File: src/rtl/approx_add_err_monitor.sv
// approx_add_err_monitor
//   Error-characterisation engine for an approximate adder. Each accepted beat
//   carries two operands and the approximate adder's sum. The exact sum is
//   formed internally, and the engine accumulates sample count, erroneous-sample
//   count, saturating sum of absolute error and maximum absolute error over a
//   programmed number of samples.
//
//   Optional feature: define ERR_BIAS_EN to add sum_signed_err, a saturating
//   signed accumulation of (approx_sum - exact).
//
// Ports
//   clk            rising-edge clock
//   rst            synchronous, active-high reset
//   start          one-cycle pulse; honoured in IDLE or DONE only
//   num_samples    samples per run, latched when start is accepted
//   in_valid       beat valid
//   in_ready       registered; high in RUN while accepted < num_samples
//   in1, in2       operands
//   approx_sum     approximate sum of in1 and in2 (WIDTH+1 bits)
//   busy           high in RUN and DRAIN
//   done           high in DONE; statistics are stable while it is high
//   sample_cnt     samples processed
//   err_cnt        samples whose approx_sum differs from in1+in2
//   sum_abs_err    saturating sum of |approx_sum - exact|
//   max_err        largest |approx_sum - exact| seen
//   sum_signed_err (ERR_BIAS_EN only) saturating sum of (approx_sum - exact)
module approx_add_err_monitor #(
  parameter int WIDTH = 16,
  parameter int CNT_W = 32,
  parameter int ACC_W = 48
) (
  input  logic             clk,
  input  logic             rst,
  input  logic             start,
  input  logic [CNT_W-1:0] num_samples,
  input  logic             in_valid,
  output logic             in_ready,
  input  logic [WIDTH-1:0] in1,
  input  logic [WIDTH-1:0] in2,
  input  logic [WIDTH:0]   approx_sum,
  output logic             busy,
  output logic             done,
  output logic [CNT_W-1:0] sample_cnt,
  output logic [CNT_W-1:0] err_cnt,
  output logic [ACC_W-1:0] sum_abs_err,
  output logic [WIDTH:0]   max_err
`ifdef ERR_BIAS_EN
  ,
  output logic [ACC_W-1:0] sum_signed_err
`endif
);

  typedef enum logic [1:0] {IDLE, RUN, DRAIN, DONE} state_t;

  // One spare bit above the wider operand catches the carry-out for saturation.
  localparam int AW = ((ACC_W > WIDTH + 1) ? ACC_W : WIDTH + 1) + 1;

  state_t           state;
  logic [CNT_W-1:0] num_lat;
  logic [CNT_W-1:0] accepted;
  logic             accept;
  logic             start_acc;

  logic             s1_valid;
  logic [WIDTH:0]   s1_exact;
  logic [WIDTH:0]   s1_approx;
  logic [WIDTH:0]   s1_abs;
  logic             s2_valid;
  logic [WIDTH:0]   s2_abs;

  logic [AW-1:0]    abs_sum;
  logic [ACC_W-1:0] abs_next;

  assign accept    = in_valid && in_ready;
  assign start_acc = start && ((state == IDLE) || (state == DONE));

  // Control FSM; in_ready, busy and done are registered alongside the state.
  always_ff @(posedge clk) begin
    if (rst) begin
      state    <= IDLE;
      num_lat  <= '0;
      accepted <= '0;
      in_ready <= 1'b0;
      busy     <= 1'b0;
      done     <= 1'b0;
    end else begin
      case (state)
        IDLE, DONE: begin
          if (start) begin
            num_lat  <= num_samples;
            accepted <= '0;
            if (num_samples == '0) begin
              state    <= DONE;
              in_ready <= 1'b0;
              busy     <= 1'b0;
              done     <= 1'b1;
            end else begin
              state    <= RUN;
              in_ready <= 1'b1;
              busy     <= 1'b1;
              done     <= 1'b0;
            end
          end
        end
        RUN: begin
          if (accept) begin
            accepted <= accepted + CNT_W'(1);
            if (accepted + CNT_W'(1) == num_lat) begin
              in_ready <= 1'b0;
              state    <= DRAIN;
            end
          end
        end
        DRAIN: begin
          if (!s1_valid && !s2_valid) begin
            state <= DONE;
            busy  <= 1'b0;
            done  <= 1'b1;
          end
        end
        default: begin
          state    <= IDLE;
          in_ready <= 1'b0;
          busy     <= 1'b0;
          done     <= 1'b0;
        end
      endcase
    end
  end

  // Magnitude formed by ordered subtraction so no sign bit has to be dropped.
  always_comb begin
    s1_abs = (s1_approx >= s1_exact) ? (s1_approx - s1_exact)
                                     : (s1_exact - s1_approx);
  end

`ifdef ERR_BIAS_EN
  localparam int SW = ((ACC_W > WIDTH + 2) ? ACC_W : WIDTH + 2) + 1;

  logic signed [WIDTH+1:0] s1_diff;
  logic signed [WIDTH+1:0] s2_diff;
  logic signed [SW-1:0]    sgn_sum;
  logic signed [SW-1:0]    sgn_max;
  logic signed [SW-1:0]    sgn_min;
  logic [ACC_W-1:0]        sgn_next;

  always_comb begin
    s1_diff = $signed({1'b0, s1_approx}) - $signed({1'b0, s1_exact});
  end

  always_comb begin
    sgn_max = '0;
    sgn_max[ACC_W-2:0] = '1;
    sgn_min = '1;
    sgn_min[ACC_W-2:0] = '0;
    sgn_sum = SW'($signed(sum_signed_err)) + SW'(s2_diff);
    if (sgn_sum > sgn_max) begin
      sgn_next = sgn_max[ACC_W-1:0];
    end else if (sgn_sum < sgn_min) begin
      sgn_next = sgn_min[ACC_W-1:0];
    end else begin
      sgn_next = sgn_sum[ACC_W-1:0];
    end
  end
`endif

  // Two-stage datapath: S1 holds exact/approx, S2 holds the error magnitude.
  always_ff @(posedge clk) begin
    if (rst) begin
      s1_valid  <= 1'b0;
      s1_exact  <= '0;
      s1_approx <= '0;
      s2_valid  <= 1'b0;
      s2_abs    <= '0;
`ifdef ERR_BIAS_EN
      s2_diff   <= '0;
`endif
    end else begin
      s1_valid <= accept;
      if (accept) begin
        s1_exact  <= {1'b0, in1} + {1'b0, in2};
        s1_approx <= approx_sum;
      end
      s2_valid <= s1_valid;
      if (s1_valid) begin
        s2_abs <= s1_abs;
`ifdef ERR_BIAS_EN
        s2_diff <= s1_diff;
`endif
      end
    end
  end

  always_comb begin
    abs_sum  = AW'(sum_abs_err) + AW'(s2_abs);
    abs_next = (|abs_sum[AW-1:ACC_W]) ? '1 : abs_sum[ACC_W-1:0];
  end

  // Statistics clear on reset and on an accepted start, then absorb S2 beats.
  always_ff @(posedge clk) begin
    if (rst || start_acc) begin
      sample_cnt     <= '0;
      err_cnt        <= '0;
      sum_abs_err    <= '0;
      max_err        <= '0;
`ifdef ERR_BIAS_EN
      sum_signed_err <= '0;
`endif
    end else if (s2_valid) begin
      sample_cnt  <= sample_cnt + CNT_W'(1);
      err_cnt     <= err_cnt + CNT_W'(s2_abs != '0);
      sum_abs_err <= abs_next;
      if (s2_abs > max_err) begin
        max_err <= s2_abs;
      end
`ifdef ERR_BIAS_EN
      sum_signed_err <= sgn_next;
`endif
    end
  end

endmodule

File: config.mk
export PLATFORM = sky130hd
export DESIGN_NAME = approx_add_err_monitor
export DESIGN_NICKNAME = d
export VERILOG_FILES = /design/src/rtl/approx_add_err_monitor.sv
export SDC_FILE = /design/constraint.sdc
export NUM_CORES = 1
export LEC_CHECK = 0
export CAP_MARGIN = 0
export CORE_UTILIZATION = 57
export CTS_BUF_LIST = sky130_fd_sc_hd__clkbuf_4
export DETAILED_ROUTE_END_ITERATION = 16
export GPL_TIMING_DRIVEN = 0
export MAX_ROUTING_LAYER = met4
export PLACE_DENSITY_LB_ADDON = 0.05
export SLEW_MARGIN = 20
export SYNTH_ARGS = -nofsm -noshare
export SYNTH_HDL_FRONTEND = slang
export SYNTH_SLANG_ARGS = --single-unit
File: constraint.sdc
create_clock -name clk -period 3.6 [get_ports clk]
set_input_delay 0.72 -clock clk [delete_from_list [all_inputs] [get_ports clk]]
set_output_delay 0.72 -clock clk [all_outputs]
set_load 0.02 [all_outputs]
**Word level (Yosys, flattened, before mapping)**

Index checks and enable logic that the tools add are counted.

- Add/sub/neg operators: 7
- Magnitude comparators: 2
- Equality and inequality tests: 8
- Multiplexer cells: 22
- Reduce and logical (&&, ||, !) cells: 19

Operators with widths:

| cell | number |
|---|---|
| $add 32x1->32 const B | 2 |
| $mux 32 | 2 |
| $pmux 32 s2 | 1 |
| $add 48x17->49 | 1 |
| $mux 48 | 1 |
| $sub 17x17->17 | 2 |
| $add 32x1->32 | 1 |
| $eq 32x32->1 | 1 |
| $logic_not 32->1 | 1 |
| $add 16x16->17 | 1 |
| $ge 17x17->1 | 1 |
| $gt 17x17->1 | 1 |
| $mux 17 | 1 |
| $reduce_bool 17->1 | 1 |
| $mux 2 | 5 |
| $mux 1 | 8 |
| $ne 2x2->1 const B | 4 |
| $reduce_and 4->1 | 2 |
| $pmux 1 s2 | 3 |
| $pmux 2 s3 | 1 |
| $reduce_and 3->1 | 2 |
| $eq 2x2->1 const B | 2 |
| $reduce_and 2->1 | 2 |
| $reduce_bool 2->1 | 2 |
| 6 further kinds | 10 |

- Register bits: 251
- Input port bits: 85
- Output and inout port bits: 132

**Depth between registers and ports, before layout**

- Word-level depth: 5
- Gate-level depth with buffers: 14
- Depth with buffers taken out: 12

**Worst setup path after synthesis**

OpenSTA, ideal clock, no wires.

- Kind: register to register
- Start: register accepted[0]
- End: register state[0]
- Arrival time: 3.080 ns
- Slack: 0.396 ns
- Stages on the path, launching flop included: 13
- Clock period less this slack: 3.204 ns
- Cell sequence: dfxtp_1 -> ha_1 -> nand3_1 -> or4_1 -> buf_2 -> or3_1 -> clkbuf_1 -> mux2i_1 -> nand2_1 -> o2111ai_1 -> or4_1 -> a21oi_2 -> mux2_1

- Longest elaborated chain between the ends: 4

Ends and longest elaborated chain:

| element | RTL line | RTL |
|---|---|---|
| from (decl) | 60 | `logic [CNT_W-1:0] accepted;` |
| from (signal assigned) | 107 | `accepted <= accepted + CNT_W'(1);` |
| $add 32x1->32 | 108 | `if (accepted + CNT_W'(1) == num_lat) begin` |
| $eq 32x32->1 | 108 |  |
| $ne 2x2->1 (no line) | -- |  |
| $reduce_and 4->1 (no line) | -- |  |
| to (signal assigned) | 110 | `state <= DRAIN;` |
| to (signal assigned) | 116 | `state <= DONE;` |
| to (signal assigned) | 122 | `state <= IDLE;` |
| to (decl) | 58 | `state_t state;` |

Every way passes these cells.
A chain may end at the register's enable or synchronous reset.

**Final worst setup path**

- Start: register accepted[1]
- End: register state[1]

The elaborated chain is that of the path after synthesis.

==> run_results.csv <==
group,metric,value,unit
outcome,outcome,"completed",
logic_synthesis,syn-num-nets,2026,
logic_synthesis,synth_cells,1846,
power_and_ir_drop,intPower,5.95,mW
power_and_ir_drop,p_comb_share,38.9,%
timing,fmax,0.290,GHz
min_path,min_path_type,"reg -> reg",
logic_synthesis,ys_ff_latch,251,
logic_synthesis,seq_area_frac_synth,34.3,%
floorplan,die-area,0.0263,mm^2
power_and_ir_drop,p_seq_share,33.2,%
routing,wire_per_inst,16.0,um
power_and_ir_drop,switchingPower,3.67,mW
routing,num_vias,14300,
logic_synthesis,synth.distinct_cells,71,
clock_tree,cts_root_buffer,"clkbuf_4",
floorplan,core-area,0.0252,mm^2
timing,hold_violations,0,
clock_tree,tritoncts,"yes",
logic_synthesis,synth_edf_count,0,
place,portBuffers,215,
routing,ant_nets,0,
grt,gr-total-overflow,0,
logic_synthesis,yosysTopAreaCellShare,34.3,%
logic_synthesis,synth.area.top_cells,"dfxtp_1, ha_1, nand2_1, a21oi_1, xor2_1",
critical_path,worstPathArrival,3.99,ns
timing,rsz0062_at_grt,"true",
power_and_ir_drop,swShare,38.1,%
clock_tree,clk_pin_slew,0.06,ns
critical_path,critPathCaptureType,"flip-flop",
power_and_ir_drop,leakage,7.09,nW
timing,drv_slew,0,
flow_run,drv_cap,0,
floorplan,die_h,162,um
logic_synthesis,synth_top_area_cell,"dfxtp_1",
grt,grt_max_degree,11,
place,gp_congestion,0.923,
critical_path,critPathRequiredTime,4.14,ns
timing,worst_slew_pin_slew,1.00,ns
cells_and_area,drive_gt1_share,8.08,%
cells_and_area,syn_to_final_growth,24.4,%
cells_and_area,utilization,72.3,%
grt,grt_pass1_wl,65100,um
clock_tree,cts_max_path_buffers,3,
timing,relSlewSlack,32.6,%
floorplan,initial_core_util,58.1,%
routing,drt_wl_total,40100,um
timing,tns,0,ns
power_and_ir_drop,peakVddDrop,0.000373,V
timing,finalCritPeriodShare,95.7,%
place,dpl.hpwl,30100,um
clock_tree,cts_made_buffers,70,
logic_synthesis,synth-main-ff-cell,"dfxtp_1",
floorplan,rows,58,
logic_synthesis,syn_area,0.0146,mm^2
timing,finalSetupViolCount,0,
timing,finalClockSkew,0.0479,ns
grt,antenna_found_initial,1,
routing,drtPass1Iterations,6,
logic_synthesis,async_flop_share,0,%
power_and_ir_drop,p_per_area,528,mW/mm^2
grt,grtUsageTotal,31.2,%
timing,period_needed,3.45,ns
floorplan,io_pins,217,
power_and_ir_drop,pwr-share-clk,27.9,%
critical_path,worstSetupPathType,"reg -> reg",
routing,viasPerCell,5.70,
clock_tree,clkSinkCount,251,
clock_tree,clkLatencyLatePin,0.69,ns
clock_tree,h-tree-depth,3,
logic_synthesis,syn_avg_cell_area,7.93,um^2
critical_path,startpoint_type,"flip-flop",
logic_synthesis,yosysWarnings,0,
cells_and_area,finalNetCount,2311,
floorplan,die-width,162,um
clock_tree,hold_buffers,0,
routing,drt_iter0_drc,1000,
critical_path,worstPathMaxFanout,6,
routing,drc,0,
grt,grt_pass1_vias,13500,
-- metrics by stage --
stage | power, mW | hold slack [ns] | setup slack (ns) | instance area, um^2 | std cells
after floorplan | 5.80 | 0.440 | 0.396 | 14600 | 1846
after global placement | 6.78 | 0.458 | -0.190 | 17200 | 2391
after detailed placement | 6.83 | 0.462 | -0.198 | 17200 | 2391
after CTS | 9.54 | 0.470 | 0.00687 | 18100 | 2509
after global routing | 10.2 | 0.491 | -0.0136 | 18200 | 2509
final | 9.62 | 0.467 | 0.153 | 18200 | 2509
-- flip-flops by register name, indices dropped and copies added (netlist names) --
register and count:
max_err 17, s1_approx 17, done 1, s2_valid 1
s1_valid 1, busy 1, sample_cnt 32, num_lat 32
state 2, in_ready 1, s2_abs 17, s1_exact 17
accepted 32, sum_abs_err 48, err_cnt 32
-- synthesized netlist by cell type, types with 8 or more instances --
master and instances:
a21o_1 28, nor2_1 176, clkbuf_1 68, and3_1 41
ha_1 91, and2_1 11, mux2i_1 45, nor3_1 50
nand2_1 256, nor4_1 22, dfxtp_1 251, and4_1 21
xnor2_1 57, xor2_1 86, a21oi_1 187, or3_1 19
buf_2 10, a211oi_1 20, buf_1 14, a31oi_1 19
inv_1 83, nand3_1 52, nand4_1 29, nor2b_1 13
o21a_1 8, o21ai_0 66
-- path summary, 6_finish.rpt --
kind                            cells after the start  slack (ns)         from          to
worst min-delay path                                2        0.47   num_lat[8]  num_lat[8]
worst max register to register                     12        0.15  accepted[1]    state[1]
worst max-delay path                               12        0.15  accepted[1]    state[1]
worst min register to register                      2        0.47   num_lat[8]  num_lat[8]
-- critical path, stage by stage, from the launching register on --
cell,delay (ns)
dfxtp_1,0.43
ha_2,0.27
nand3_2,0.15
or4_1,0.41
buf_2,0.19
or3_1,0.31
clkbuf_1,0.16
mux2i_1,0.14
nand2_1,0.07
o2111ai_1,0.12
or4_1,0.51
a21oi_2,0.21
mux2_1,0.34
-- per-layer routing --
layer	vias up	wire, um	part of all wire (%)	global-route usage [%]
li1	7088	-	-	-
met1	6603	17600	44	38.6
met2	530	18900	47	50.9
met3	90	2600	6.5	4.75
met4	0	1030	2.6	12.3
met5	-	0	0	-
-- cell type report --
| class | count | area [um^2] |
|---|---|---|
| flip-flops and latches | 251 | 5030 |
| repair buffers | 219 | 2180 |
| diodes | 1 | 2.50 |
| clock inverters | 15 | 120 |
| well taps | 330 | 413 |
| fillers | 2115 | 6980 |
| clock buffers | 104 | 781 |
| multi-input cells | 1420 | 9020 |
| plain buffers | 86 | 348 |
| inverters | 83 | 312 |
-- power groups by stage --
stage          clock, mW  combinational, mW  sequential [mW]
2_1_floorplan          0               2.60             3.19
3_5_place_dp           0               3.58             3.25
5_1_grt             2.86               4.10             3.21
4_1_cts             2.74               3.62             3.19
3_3_place_gp           0               3.54             3.24
6_report            2.68               3.75             3.19
-- cell families after synthesis --
group,share of synthesized area (%)
buffers and inverters,4.57
multiplexers,3.62
adder cells (fa/ha/maj),8.33
AND/OR/NAND/NOR,24.4
AO/OA/AOI/OAI,16.2
XOR/XNOR,8.56
flip-flops,34.3
-- cells in the final DEF, fill, tap and decap left out, types with 19 or more instances in the layout --
master | Yosys | layout
clkbuf_4 | 0 | 105
nand3_1 | 52 | 49
xnor2_1 | 57 | 57
nor3_1 | 50 | 48
nor4_1 | 22 | 20
nand4_1 | 29 | 29
inv_1 | 83 | 83
o21ai_0 | 66 | 66
xor2_1 | 86 | 86
a211oi_1 | 20 | 20
a21o_1 | 28 | 28
mux2i_1 | 45 | 45
clkbuf_1 | 68 | 57
clkdlybuf4s50_1 | 0 | 215
dfxtp_1 | 251 | 250
or3_1 | 19 | 19
and3_1 | 41 | 41
and4_1 | 21 | 21
nor2_1 | 176 | 176
a21oi_1 | 187 | 187
ha_1 | 91 | 89
nand2_1 | 256 | 256
-- repair_timing --
item                       in CTS  in global routing
pin swaps                       1                  3
hold endpoints to repair        0                  0
cloned                          0                  0
setup buffers                   1                  3
setup endpoints to repair       6                 40
gates resized for setup         5                 23
No activity file was read; power rests on OpenSTA's default activity.
==> RTL change (same flow settings) <==
Change the parameter `WIDTH` from 16 to 20.
--- a/src/rtl/approx_add_err_monitor.sv
+++ b/src/rtl/approx_add_err_monitor.sv
@@ -27,3 +27,3 @@
 module approx_add_err_monitor #(
-  parameter int WIDTH = 16,
+  parameter int WIDTH = 20,
   parameter int CNT_W = 32,
Interface: changed (resized approx_sum, in1, in2 and max_err); port bits go from 217 to 233. No check against the original RTL was run, so the function may have changed too.
==> RTL change against the unedited design <==
Synthesized cell count up 17%; area after synthesis rose by 13%; power rose by 17%; clock power up 6%; sequential power increased by 7.5%; worst setup slack got worse by 0.069 ns; routed wire length increased by 26%; final area is 14% higher; sequential cell count increased by 16.
==> RTL change: results (changes against the unedited design) <==
[metrics] via count: 17300 (was 14300)
[metrics] fraction of synthesized cell area in xor and xnor cells: 0.0725 (was 0.0856)
[metrics] combinational logic power: 4990 uW (was 3750 uW)
[metrics] total half-perimeter wirelength after legalization and detailed placement: 37800 um (was 30100 um)
[metrics] run status: completed (unchanged)
[metrics] Final min period: 3.52 ns (was 3.45 ns)
[metrics] endpoint of the worst hold path: s1_approx[20] (was num_lat[8])
[metrics] clock latency on the worst-skew pair: 0.72 ns (was 0.69 ns)
[metrics] compound-cell area share of the yosys netlist: 0.201 (was 0.162)
[metrics] synthesized area divided by synthesized cell count: 7.69 sq um (was 7.93 sq um)
[metrics] post-synthesis cell type count: 78 (was 71)
[metrics] fraction of layout cells with a size suffix above 1: 0.0793 (was 0.0808)
[metrics] sequential element share of the synthesized area: 0.323 (was 0.343)
[metrics] pre-CTS setup slack: -0.567 ns (was -0.198 ns)
[metrics] drt first-iter violations: 1239 (was 1000)
[metrics] Placement Cell Area: 19400 sq um (was 17200 sq um)
[metrics] Critical Path Fanout Max: 8 (was 6)
[metrics] global-route total usage across every layer: 0.340 (was 0.312)
[metrics] initial antenna violation count: 2 (was 1)
[metrics] fraction of synthesized area in multiplexers: 0.0163 (was 0.0362)
[metrics] global-route wire length before repair: 78700 um (was 65100 um)
[metrics] Worst R2R Start: s1_exact[19] (was accepted[1])
[metrics] average wire per cell in the routed design: 17.3 um (was 16.0 um)
[metrics] filler-free cell count of the finished design: 2908 (was 2509)
[metrics] cells taking the most area after synthesis: sky130_fd_sc_hd__dfxtp_1 32%, sky130_fd_sc_hd__ha_1 8.4%, sky130_fd_sc_hd__a21oi_1 7.3%, sky130_fd_sc_hd__nand2_1 6.2%, sky130_fd_sc_hd__nor2_1 3.9% (was sky130_fd_sc_hd__dfxtp_1 34%, sky130_fd_sc_hd__ha_1 7.8%, sky130_fd_sc_hd__nand2_1 6.6%, sky130_fd_sc_hd__a21oi_1 6.4%, sky130_fd_sc_hd__xor2_1 5.1%)
[metrics] final net count: 2680 (was 2311)
[metrics] vias in the first global route: 15900 (was 13500)
[metrics] CP arrival: 4.06 ns (was 3.99 ns)
[metrics] number of I/O port buffers: 232 (was 215)
RTL change: cell count changes in the layout (fill, tap and decap cells not counted), sizes merged, moves of 14 or more:
cell	unedited run	this run
clkdlybuf4s50	215	232
ha	91	111
clkbuf	166	191
a21oi	188	243
nand4	32	48
nand3	52	98
mux2i	45	21
nor2b	13	28
nand2	256	272
o21ai	67	105
nor3	50	64
inv	84	107
xor2	86	67
dfxtp	251	267
RTL change: cell families (layout without fill, tap and decap cells):
family                   after synthesis  count (layout)
adder cells (fa/ha/maj)              115             115
AND/OR/NAND/NOR                      848             848
flip-flops                           267             267
multiplexers                          26              26
other                                  0               2
buffers and inverters                212             582
AO/OA/AOI/OAI                        547             547
XOR/XNOR                             137             137
RTL change: layout make-up:
cell class	instances	area, sq um	share of cell area
Multi-Input combinational cell	1673	10600	0.514
Sequential cell	267	5350	0.259
Timing Repair Buffer	243	2400	0.116
Clock buffer	106	796	0.0385
Tap cell	384	480	0.0232
Buffer	103	440	0.0213
Inverter	105	394	0.0191
Clock inverter	25	171	0.00829
Antenna cell	2	5.00	0.000242
RTL change: timing repair:
item / CTS / global route
cloned: 0 / 0
hold buffers: 0 / 0
buffers inserted: 2 / 9
endpoints found under the setup margin: 35 / 38
pin swaps: 4 / 12
gates resized for setup: 25 / 43
RTL change: per-stage QoR:
step / hold WS [ns] / total power (uW)
2_1_floorplan: 0.440 / 6650
3_3_place_gp: 0.452 / 7950
3_5_place_dp: 0.457 / 8030
4_1_cts: 0.465 / 11000
5_1_grt: 0.485 / 11900
6_report: 0.460 / 11300
RTL change: per-layer routing:
layer / track usage / up-vias / share of wire
li1: - / 8339 / -
met1: 0.427 / 8073 / 0.44
met2: 0.548 / 700 / 0.46
met3: 0.0547 / 139 / 0.074
met4: 0.125 / 0 / 0.032
met5: - / - / 0
